<file path="config.mk">
export PLATFORM = sky130hd
export DESIGN_NAME = keypad_scan_fifo_flat
export DESIGN_NICKNAME = d
export VERILOG_FILES = /design/src/rtl/keypad_scan_fifo_if.sv /design/src/rtl/keypad_scan_fifo.sv /design/src/flat_wrapper.sv
export SDC_FILE = /design/constraint.sdc
export NUM_CORES = 1
export LEC_CHECK = 0
export CORE_ASPECT_RATIO = 2
export CORE_MARGIN = 2
export CORE_UTILIZATION = 55
export DETAILED_ROUTE_END_ITERATION = 6
export PLACE_DENSITY = 0.76
export SYNTH_ARGS = -nofsm -noshare
export SYNTH_HDL_FRONTEND = slang
export SYNTH_SLANG_ARGS = --single-unit
</file>
<file path="constraint.sdc">
create_clock -name clk -period 2.85 [get_ports clk]
set_input_delay 0.4275 -clock clk [delete_from_list [all_inputs] [get_ports clk]]
set_output_delay 0.4275 -clock clk [all_outputs]
set_load 0.02 [all_outputs]
</file>
<file path="src/rtl/keypad_scan_fifo_if.sv">
// keypad_scan_fifo_if: keypad matrix pins plus the key-event valid/ready stream
interface keypad_scan_fifo_if #(
  parameter int ROWS   = 4,
  parameter int COLS   = 4,
  parameter int CODE_W = $clog2(ROWS*COLS)
);
  logic [ROWS-1:0]   row_n;
  logic [COLS-1:0]   col_n;
  logic [CODE_W-1:0] key_code;
  logic              key_valid;
  logic              key_ready;
  logic              any_key;
  logic              overflow;
  modport master (
    input  row_n, key_ready,
    output col_n, key_code, key_valid, any_key, overflow
  );
  modport slave (
    output row_n, key_ready,
    input  col_n, key_code, key_valid, any_key, overflow
  );
endinterface

</file>
<file path="src/rtl/keypad_scan_fifo.sv">
// keypad_scan_fifo: column scanner, sweep debouncer and single-key event FIFO
module keypad_scan_fifo #(
  parameter int ROWS       = 4,
  parameter int COLS       = 4,
  parameter int SCAN_DIV   = 1000,
  parameter int DEBOUNCE   = 3,
  parameter int FIFO_DEPTH = 4,
  parameter int CODE_W     = $clog2(ROWS*COLS)
) (
  input logic clk,
  input logic reset,
  keypad_scan_fifo_if.master kp
);
  localparam int N    = ROWS*COLS;
  localparam int CW   = $clog2(COLS);
  localparam int DW   = $clog2(SCAN_DIV);
  localparam int SW   = $clog2(DEBOUNCE+1);
  localparam int AW   = $clog2(FIFO_DEPTH);
  localparam int CNTW = AW + 1;
  logic [ROWS-1:0]   sync1_q, sync2_q;
  logic [CW-1:0]     c_q, c_d;
  logic [DW-1:0]     dwell_q, dwell_d;
  logic [N-1:0]      snap_q, snap_d, prev_q, prev_d, deb_q, deb_d, merged;
  logic [SW-1:0]     stable_q, stable_d;
  logic              push_q, push_d;
  logic [CODE_W-1:0] idx_q, hit_idx;
  logic              sample, sweep_end, same, load, one_hot;
  logic [CODE_W-1:0] mem_q [FIFO_DEPTH];
  logic [AW-1:0]     wr_q, rd_q;
  logic [CNTW-1:0]   cnt_q, cnt_d;
  logic              ovf_q, full, pop, wr_en, valid;
  // two-flop synchroniser for the asynchronous row inputs; idle level is high
  always_ff @(posedge clk)
    if (reset) {sync2_q, sync1_q} <= '1;
    else {sync2_q, sync1_q} <= {sync1_q, kp.row_n};
  // scan timing, snapshot merge, sweep-to-sweep debounce and press-event detection
  always_comb begin
    sample    = dwell_q == DW'(SCAN_DIV-1);
    sweep_end = sample && c_q == CW'(COLS-1);
    dwell_d   = sample ? '0 : dwell_q + 1'b1;
    c_d       = !sample ? c_q : sweep_end ? '0 : c_q + 1'b1;
    merged    = snap_q;
    merged[c_q*ROWS +: ROWS] = ~sync2_q;
    snap_d    = sample ? merged : snap_q;
    same      = merged == prev_q;
    prev_d    = sweep_end ? merged : prev_q;
    stable_d  = !sweep_end ? stable_q : !same ? '0 : stable_q == SW'(DEBOUNCE) ? stable_q : stable_q + 1'b1;
    load      = sweep_end && same && stable_q == SW'(DEBOUNCE-1);
    deb_d     = load ? merged : deb_q;
    one_hot   = merged != '0 && (merged & (merged - 1'b1)) == '0;
    push_d    = load && one_hot && deb_q == '0;
    hit_idx   = '0;
    for (int i = 0; i < N; i++) if (merged[i]) hit_idx = CODE_W'(i);
  end
  // scan and debounce state; the press event is registered so the push lands one cycle after acceptance
  always_ff @(posedge clk)
    if (reset) begin
      c_q      <= '0;
      dwell_q  <= '0;
      snap_q   <= '0;
      prev_q   <= '0;
      deb_q    <= '0;
      stable_q <= '0;
      push_q   <= 1'b0;
      idx_q    <= '0;
    end else begin
      c_q      <= c_d;
      dwell_q  <= dwell_d;
      snap_q   <= snap_d;
      prev_q   <= prev_d;
      deb_q    <= deb_d;
      stable_q <= stable_d;
      push_q   <= push_d;
      idx_q    <= hit_idx;
    end
  // FIFO control: a pop frees the slot so push-when-full-with-pop is still accepted
  always_comb begin
    valid = cnt_q != '0;
    full  = cnt_q == CNTW'(FIFO_DEPTH);
    pop   = valid && kp.key_ready;
    wr_en = push_q && (!full || pop);
    cnt_d = cnt_q + CNTW'(wr_en) - CNTW'(pop);
  end
  // FIFO storage, pointers and sticky overflow flag
  always_ff @(posedge clk)
    if (reset) begin
      wr_q  <= '0;
      rd_q  <= '0;
      cnt_q <= '0;
      ovf_q <= 1'b0;
    end else begin
      if (wr_en) mem_q[wr_q] <= idx_q;
      wr_q  <= wr_q + AW'(wr_en);
      rd_q  <= rd_q + AW'(pop);
      cnt_q <= cnt_d;
      ovf_q <= ovf_q || (push_q && full && !pop);
    end
  assign kp.col_n     = ~(COLS'(1) << c_q);
  assign kp.key_valid = valid;
  assign kp.key_code  = valid ? mem_q[rd_q] : '0;
  assign kp.any_key   = |deb_q;
  assign kp.overflow  = ovf_q;
endmodule
</file>
<file path="src/flat_wrapper.sv">
// flat-port wrapper written by rule: the top's interface ports become plain ports
module keypad_scan_fifo_flat 
#(
  parameter int ROWS       = 4,
  parameter int COLS       = 4,
  parameter int SCAN_DIV   = 1000,
  parameter int DEBOUNCE   = 3,
  parameter int FIFO_DEPTH = 4,
  parameter int CODE_W     = $clog2(ROWS*COLS)
)
  (clk, reset, kp_row_n, kp_key_ready, kp_col_n, kp_key_code, kp_key_valid, kp_any_key, kp_overflow);
  keypad_scan_fifo_if #(.ROWS(ROWS), .COLS(COLS), .CODE_W(CODE_W)) kp_i ();
  input logic clk;
  input logic reset;
  input wire logic [$bits(kp_i.row_n)-1:0] kp_row_n;
  input wire logic [$bits(kp_i.key_ready)-1:0] kp_key_ready;
  output wire logic [$bits(kp_i.col_n)-1:0] kp_col_n;
  output wire logic [$bits(kp_i.key_code)-1:0] kp_key_code;
  output wire logic [$bits(kp_i.key_valid)-1:0] kp_key_valid;
  output wire logic [$bits(kp_i.any_key)-1:0] kp_any_key;
  output wire logic [$bits(kp_i.overflow)-1:0] kp_overflow;
  assign kp_i.row_n = kp_row_n;
  assign kp_i.key_ready = kp_key_ready;
  assign kp_col_n = kp_i.col_n;
  assign kp_key_code = kp_i.key_code;
  assign kp_key_valid = kp_i.key_valid;
  assign kp_any_key = kp_i.any_key;
  assign kp_overflow = kp_i.overflow;
  keypad_scan_fifo #(.ROWS(ROWS), .COLS(COLS), .SCAN_DIV(SCAN_DIV), .DEBOUNCE(DEBOUNCE), .FIFO_DEPTH(FIFO_DEPTH), .CODE_W(CODE_W)) u_core (.clk(clk), .reset(reset), .kp(kp_i));
endmodule
</file>
==> results.md <==
* Setup TNS at 0 ns
* Synth unique cells at 55
* Switching Fraction at 0.2550
* Post-synth EDFFs at 16
* Worst R2R Setup Slack at 0.09 ns
* Hold_sp: u_core.sync1_q[3]
* # rows at 48
* Antenna violations before repair at 0
* Synth Area per Inst at 9.919 um2
* Crit path time final at 2.760 ns
* Vias in the first global route at 3558
* Fmax at 0.3624 GHz
* Clock Root Buffer: clkbuf_16
* Most used flip-flop cell after synthesis: dfxtp_1
* Die X at 69.93 um
* Arr. time, crit path at 2.98 ns
* CP endpoint kind: flip-flop
* Initial core utilization at 0.5606
* Seq/Total Area, Yosys at 0.4481
* Commonest non-fill, non-tap cells in the layout: 81 x dfxtp_1, 56 x nor2_1, 31 x a211oi_1, 30 x buf_4, 22 x inv_1
* Ys async rst share at 0
* Crit path required time at 3.07 ns
* Synth Cell Area at 4781 um2
* Final Util at 0.6489
* Critical path's slowest cell: o32a_2
* Final #Nets at 528
* Largest net degree at the start of global routing at 64
* Flop pwr share at 0.484
* Crit path max-delay family: simple AND/OR/NAND/NOR gates
* Post-synth top area cell: dfxtp_1
* CTS tree: built
* Clock slew at reported path FFs at 0.06 ns
* Final RePlAce weighted congestion at 0.8951
* Comb pwr share at 0.159
* Least-Margin Pin Slew at 1.071 ns
* Synth area leaders: dfxtp_1 35%, edfxtp_1 10%, a211oi_1 4.9%, nor2_1 4.5%, ha_1 3.1%
* Routed vias/inst at 6.044
* Worst path buffer plus inverter count at 3
* Post-DP HPWL at 7736 um
* Top-area cell type share of the netlist area at 0.3476
* All-Layer GR Usage at 0.2312
* Crit Reg-Reg Startpoint: u_core.c_q[0]
* Internal power at 2.326 mW
* WS Path Type: flip-flop to flip-flop
* Max Cap Violations at 0
* Synthesis Warnings at 0
* Worst stage delay on the critical path at 0.43 ns
* Grt total ovfl at 0
* Clk sink count at 99
* Skew-Pair Late Insertion Delay at 0.34 ns
* Leakage at 1.919 nW
* Slew HR at 0.2859
* Most common cell after layout, fill and taps aside: dfxtp_1
* Syn Inst Count at 482
* Total Die Area at 9499 um2
* Slew Limit Fails at 0
* Hold Path Class: flip-flop to flip-flop
* Clk network pwr share at 0.356
* Die Span Y at 135.9 um
* Critical Path Fanout Max at 19
* Port-buffer cells at 17
* Final period util at 0.9683
* CTS Hold Buffers Added at 0
* Detailed-router iteration count before antenna repair at 4
* Area Overhead vs Synth at 15.76%
* Clk_skew at 0.006783 ns
* Share of cells above drive strength 1 at 0.2105
* Synthesis-stage register bit count at 99
* Antenna-violating nets left at 0
* RR Endpoint: u_core.deb_q[7]
* CP Launch Type: flip-flop
* H-tree depth at 3
* I/O pins at 18
* Vias at 3705
* DRC at 0
* Routed WL at 11030 um
* Switching power at 0.7961 mW
* WHS Path Cells at 1
* Crit-path cells: inv_4 -> ha_1 -> or2_4 -> o32a_2 -> xor2_4 -> nand4_2 -> nor4_4 -> buf_4 -> buf_12 -> nand4_1 -> nor3b_2
* CTS Buf Count at 9
* First DRT Iteration DRCs at 209
* Outcome: complete, no violations
* Syn_nets at 502
* Clock Path Buffers at 2
* Power Density at 564.1 nW/um2
* Fin. Hold Viols at 0
* Wire length per cell at 18.00 um
* Final setup vio count at 0
* Reg2Reg Depth at 11
* First-pass GRT wire length at 16920 um
* Max VDD drop at 0.0003379 V
* Diodes inserted at 0
* WHS Endpoint: u_core.sync2_q[3]
* Core area at 8528 um2
## routing by layer
metal,part of all wire,GRT usage,wire length [um]
met4,0.066,0.1592,733
met3,0.030,0.04522,329
met5,0,0,0
met2,0.54,0.4333,5949
met1,0.36,0.2207,4020
## cells in the mapped netlist (4+ instances only)
cell type and count:
a21oi_1 10, o21ai_0 5, xnor2_1 12, ha_1 12
a31oi_1 20, a211oi_1 31, nor3_2 4, nor4b_1 5
nor4_1 8, nand4_1 21, xor2_1 15, nor3_1 6
and4_1 4, nand2_1 17, and3_1 4, nor3b_2 12
nor2b_1 11, nor2_1 57, nand3_1 9, buf_2 6
mux4_2 4, o32a_1 8, inv_1 24, clkbuf_1 20
or2_2 10, dfxtp_1 83, edfxtp_1 16, buf_6 5
buf_4 4
## cell type report
type	count	area [um2]
repair buffers	50	455.4
clock inverters	4	26.28
well taps	100	125.1
clock buffers	12	246.5
flip-flops and latches	99	2145
fillers	686	2994
multi-input cells	323	2440
inverters	25	96.34
## state kept, by name, summed over array words and instances (netlist names)
name	cells
u_core.c_q	2
u_core.cnt_q	3
u_core.deb_q	16
u_core.dwell_q	10
u_core.idx_q	4
u_core.kp.overflow	1
u_core.mem_q	16
u_core.prev_q	16
u_core.push_q	1
u_core.rd_q	2
u_core.snap_q	16
u_core.stable_q	2
u_core.sync1_q	4
u_core.sync2_q	4
u_core.wr_q	2
## repair_timing
item,in CTS,in global routing
endpoints found under the hold margin,0,0
resized for setup,0,10
endpoints found under the setup margin,0,19
buffers inserted,0,4
## stage by stage
stage	instance area, um2	setup WS [ns]	instances	power [mW]	hold WS, ns
6_report	5534	0.09029	613	3.122	0.4097
3_3_place_gp	5146	0.1660	592	2.015	0.3934
5_1_grt	5534	-0.006170	613	3.248	0.4372
2_1_floorplan	4821	-0.04174	482	1.863	0.3895
3_5_place_dp	5146	0.04115	592	2.035	0.3966
4_1_cts	5419	0.006980	608	3.141	0.4122
## worst max-delay path by stage
stage / startpoint / to / slack (ns) / cells after the start
after floorplan: u_core.c_q[0] / u_core.deb_q[7] / -0.04 / 13
after detailed placement: u_core.c_q[1] / u_core.deb_q[7] / 0.04 / 10
after global placement: u_core.c_q[1] / u_core.deb_q[7] / 0.17 / 10
final: u_core.c_q[0] / u_core.deb_q[7] / 0.09 / 11
after CTS: u_core.c_q[1] / u_core.deb_q[7] / 0.007 / 10
after global routing: u_core.c_q[0] / u_core.deb_q[7] / -0.006 / 11
## power by group through the flow
stage / clock [mW] / sequential, mW / combinational, mW
3_3_place_gp: 0 / 1.54 / 0.472
6_report: 1.11 / 1.51 / 0.497
2_1_floorplan: 0 / 1.53 / 0.334
3_5_place_dp: 0 / 1.55 / 0.488
5_1_grt: 1.18 / 1.52 / 0.543
4_1_cts: 1.13 / 1.52 / 0.492
## cells by family (layout without fill, tap and decap cells)
| group | Yosys count | count (layout) | synth area share |
|---|---|---|---|
| multiplexers | 9 | 9 | 0.03010 |
| flip-flops | 99 | 99 | 0.4480 |
| adder cells (fa/ha/maj) | 15 | 15 | 0.03978 |
| XOR/XNOR | 29 | 29 | 0.05627 |
| buffers and inverters | 60 | 91 | 0.05967 |
| AO/OA/AOI/OAI | 90 | 90 | 0.1434 |
| AND/OR/NAND/NOR | 180 | 180 | 0.2227 |
Power figures use the tool's default switching activity.
==> variant, RTL diff (same settings) <==
`SCAN_DIV` is set to 1000 in 2 places; all go to 250.
--- a/src/rtl/keypad_scan_fifo.sv
+++ b/src/rtl/keypad_scan_fifo.sv
@@ -4,3 +4,3 @@
   parameter int COLS       = 4,
-  parameter int SCAN_DIV   = 1000,
+  parameter int SCAN_DIV   = 250,
   parameter int DEBOUNCE   = 3,
--- a/src/flat_wrapper.sv
+++ b/src/flat_wrapper.sv
@@ -5,3 +5,3 @@
   parameter int COLS       = 4,
-  parameter int SCAN_DIV   = 1000,
+  parameter int SCAN_DIV   = 250,
   parameter int DEBOUNCE   = 3,
Formal check against the unedited RTL: same outputs for any inputs over 10 cycles, from zero or initial values and one cycle with reset high; that may be too few to reach the edited logic, so the function may still have changed.
==> variant against the unedited design <==
Cell count rose by 5.5%; wire length rose by 8.4%; core utilization rose by 2.0 points; first-iteration DRC count rose by 31%; synthesized area rose by 0.86%; design area rose by 3.9%; non-clock buffer count rose by 7; total power rose by 2.2%; sequential cell count fell by 2; combinational power fell by 3%; clock skew rose by 0.0023 ns; setup slack got worse by 0.078 ns; clock power rose by 11%; largest cell class unchanged.
==> variant: results (changes against the unedited design) <==
met2 WL -> 6626 µm (+11%)
met2 usage -> 0.4899 (+0.05661)
Ys Warns -> 0 (unchanged)
clk_skew -> 0.009076 ns (+0.002292 ns)
Vias/cell -> 5.954 (-1.5%)
Clock power frac -> 0.385 (+0.029)
nets -> 563 (+6.6%)
via count -> 3852 (+4.0%)
GRT met3 Usage -> 0.03929 (-0.005930)
M1 wire length -> 4351 µm (+8.2%)
outcome -> completed
Worst slew margin -> 0.4976 (+0.2118)
post-synthesis adder-cell area fraction -> 0.03788 (-0.001897)
per-cell routed wire length -> 18.49 µm (+2.7%)
first-pass GRT wire length -> 19020 µm (+12%)
Leak -> 0.002071 µW (+7.9%)
dpl hpwl -> 8926 µm (+15%)
layout cell share with drive strength beyond 1 -> 0.2084 (-0.002117)
top cells by area, synth -> dfxtp_1 (34%), edfxtp_1 (10%), nor2_1 (5.8%)
library cells used by synthesis -> 67 (+22%)
pre-CTS setup slack -> -0.03936 ns (-0.08051 ns)
sequential-to-total area share from yosys stat -> 0.4359 (-0.01214)
largest net degree at the start of global routing -> 46 (-28%)
WP data arrival -> 3.06 ns (+0.08 ns)
GRT Total Usage -> 0.2604 (+0.02920)
DP Cell Count -> 622 (+5.1%)
Compound-Gate Fraction of Synth Area -> 0.1523 (+0.008891)
initial DRC count -> 273 (+31%)
Switching Fraction -> 0.2579 (+0.002868)
mux cell area share after synthesis -> 0.05838 (+0.02828)
Post-CTS Setup Bufs -> 3 (+3)
crit-path max FO -> 7 (-12)
routability congestion estimate -> 0.9103 (+1.7%)
Worst path slowest cell -> or3b_4
Net Count, Synth -> 522 (+4.0%)
VDD IR max -> 399.3 µV (+18%)
variant: cell type report:
class	instances	area (µm²)
Fill cell	681	2840
Clock buffer	10	229.0
Tap cell	100	125.1
Clock inverter	6	75.07
Multi-Input combinational cell	355	2640
Inverter	22	85.08
Timing Repair Buffer	57	486.7
Sequential cell	97	2107
variant: metrics by stage:
step                power, µW    util  cell area, µm²
floorplan                1816       -            4885
detailed placement       1992  0.6142            5275
global route             3314  0.6693            5748
CTS                      3229  0.6566            5639
global placement         1974  0.6142            5275
finish                   3192  0.6693            5748
variant: final timing paths:
| kind | startpoint | endpoint | slack (ns) | cells past startpoint |
|---|---|---|---|---|
| setup / recovery | u_core.c_q[0] | u_core.deb_q[10] | 0.01 | 11 |
| hold reg to reg | u_core.sync1_q[3] | u_core.sync2_q[3] | 0.40 | 1 |
| hold / removal | u_core.sync1_q[3] | u_core.sync2_q[3] | 0.40 | 1 |
| setup reg to reg | u_core.c_q[0] | u_core.deb_q[10] | 0.01 | 11 |
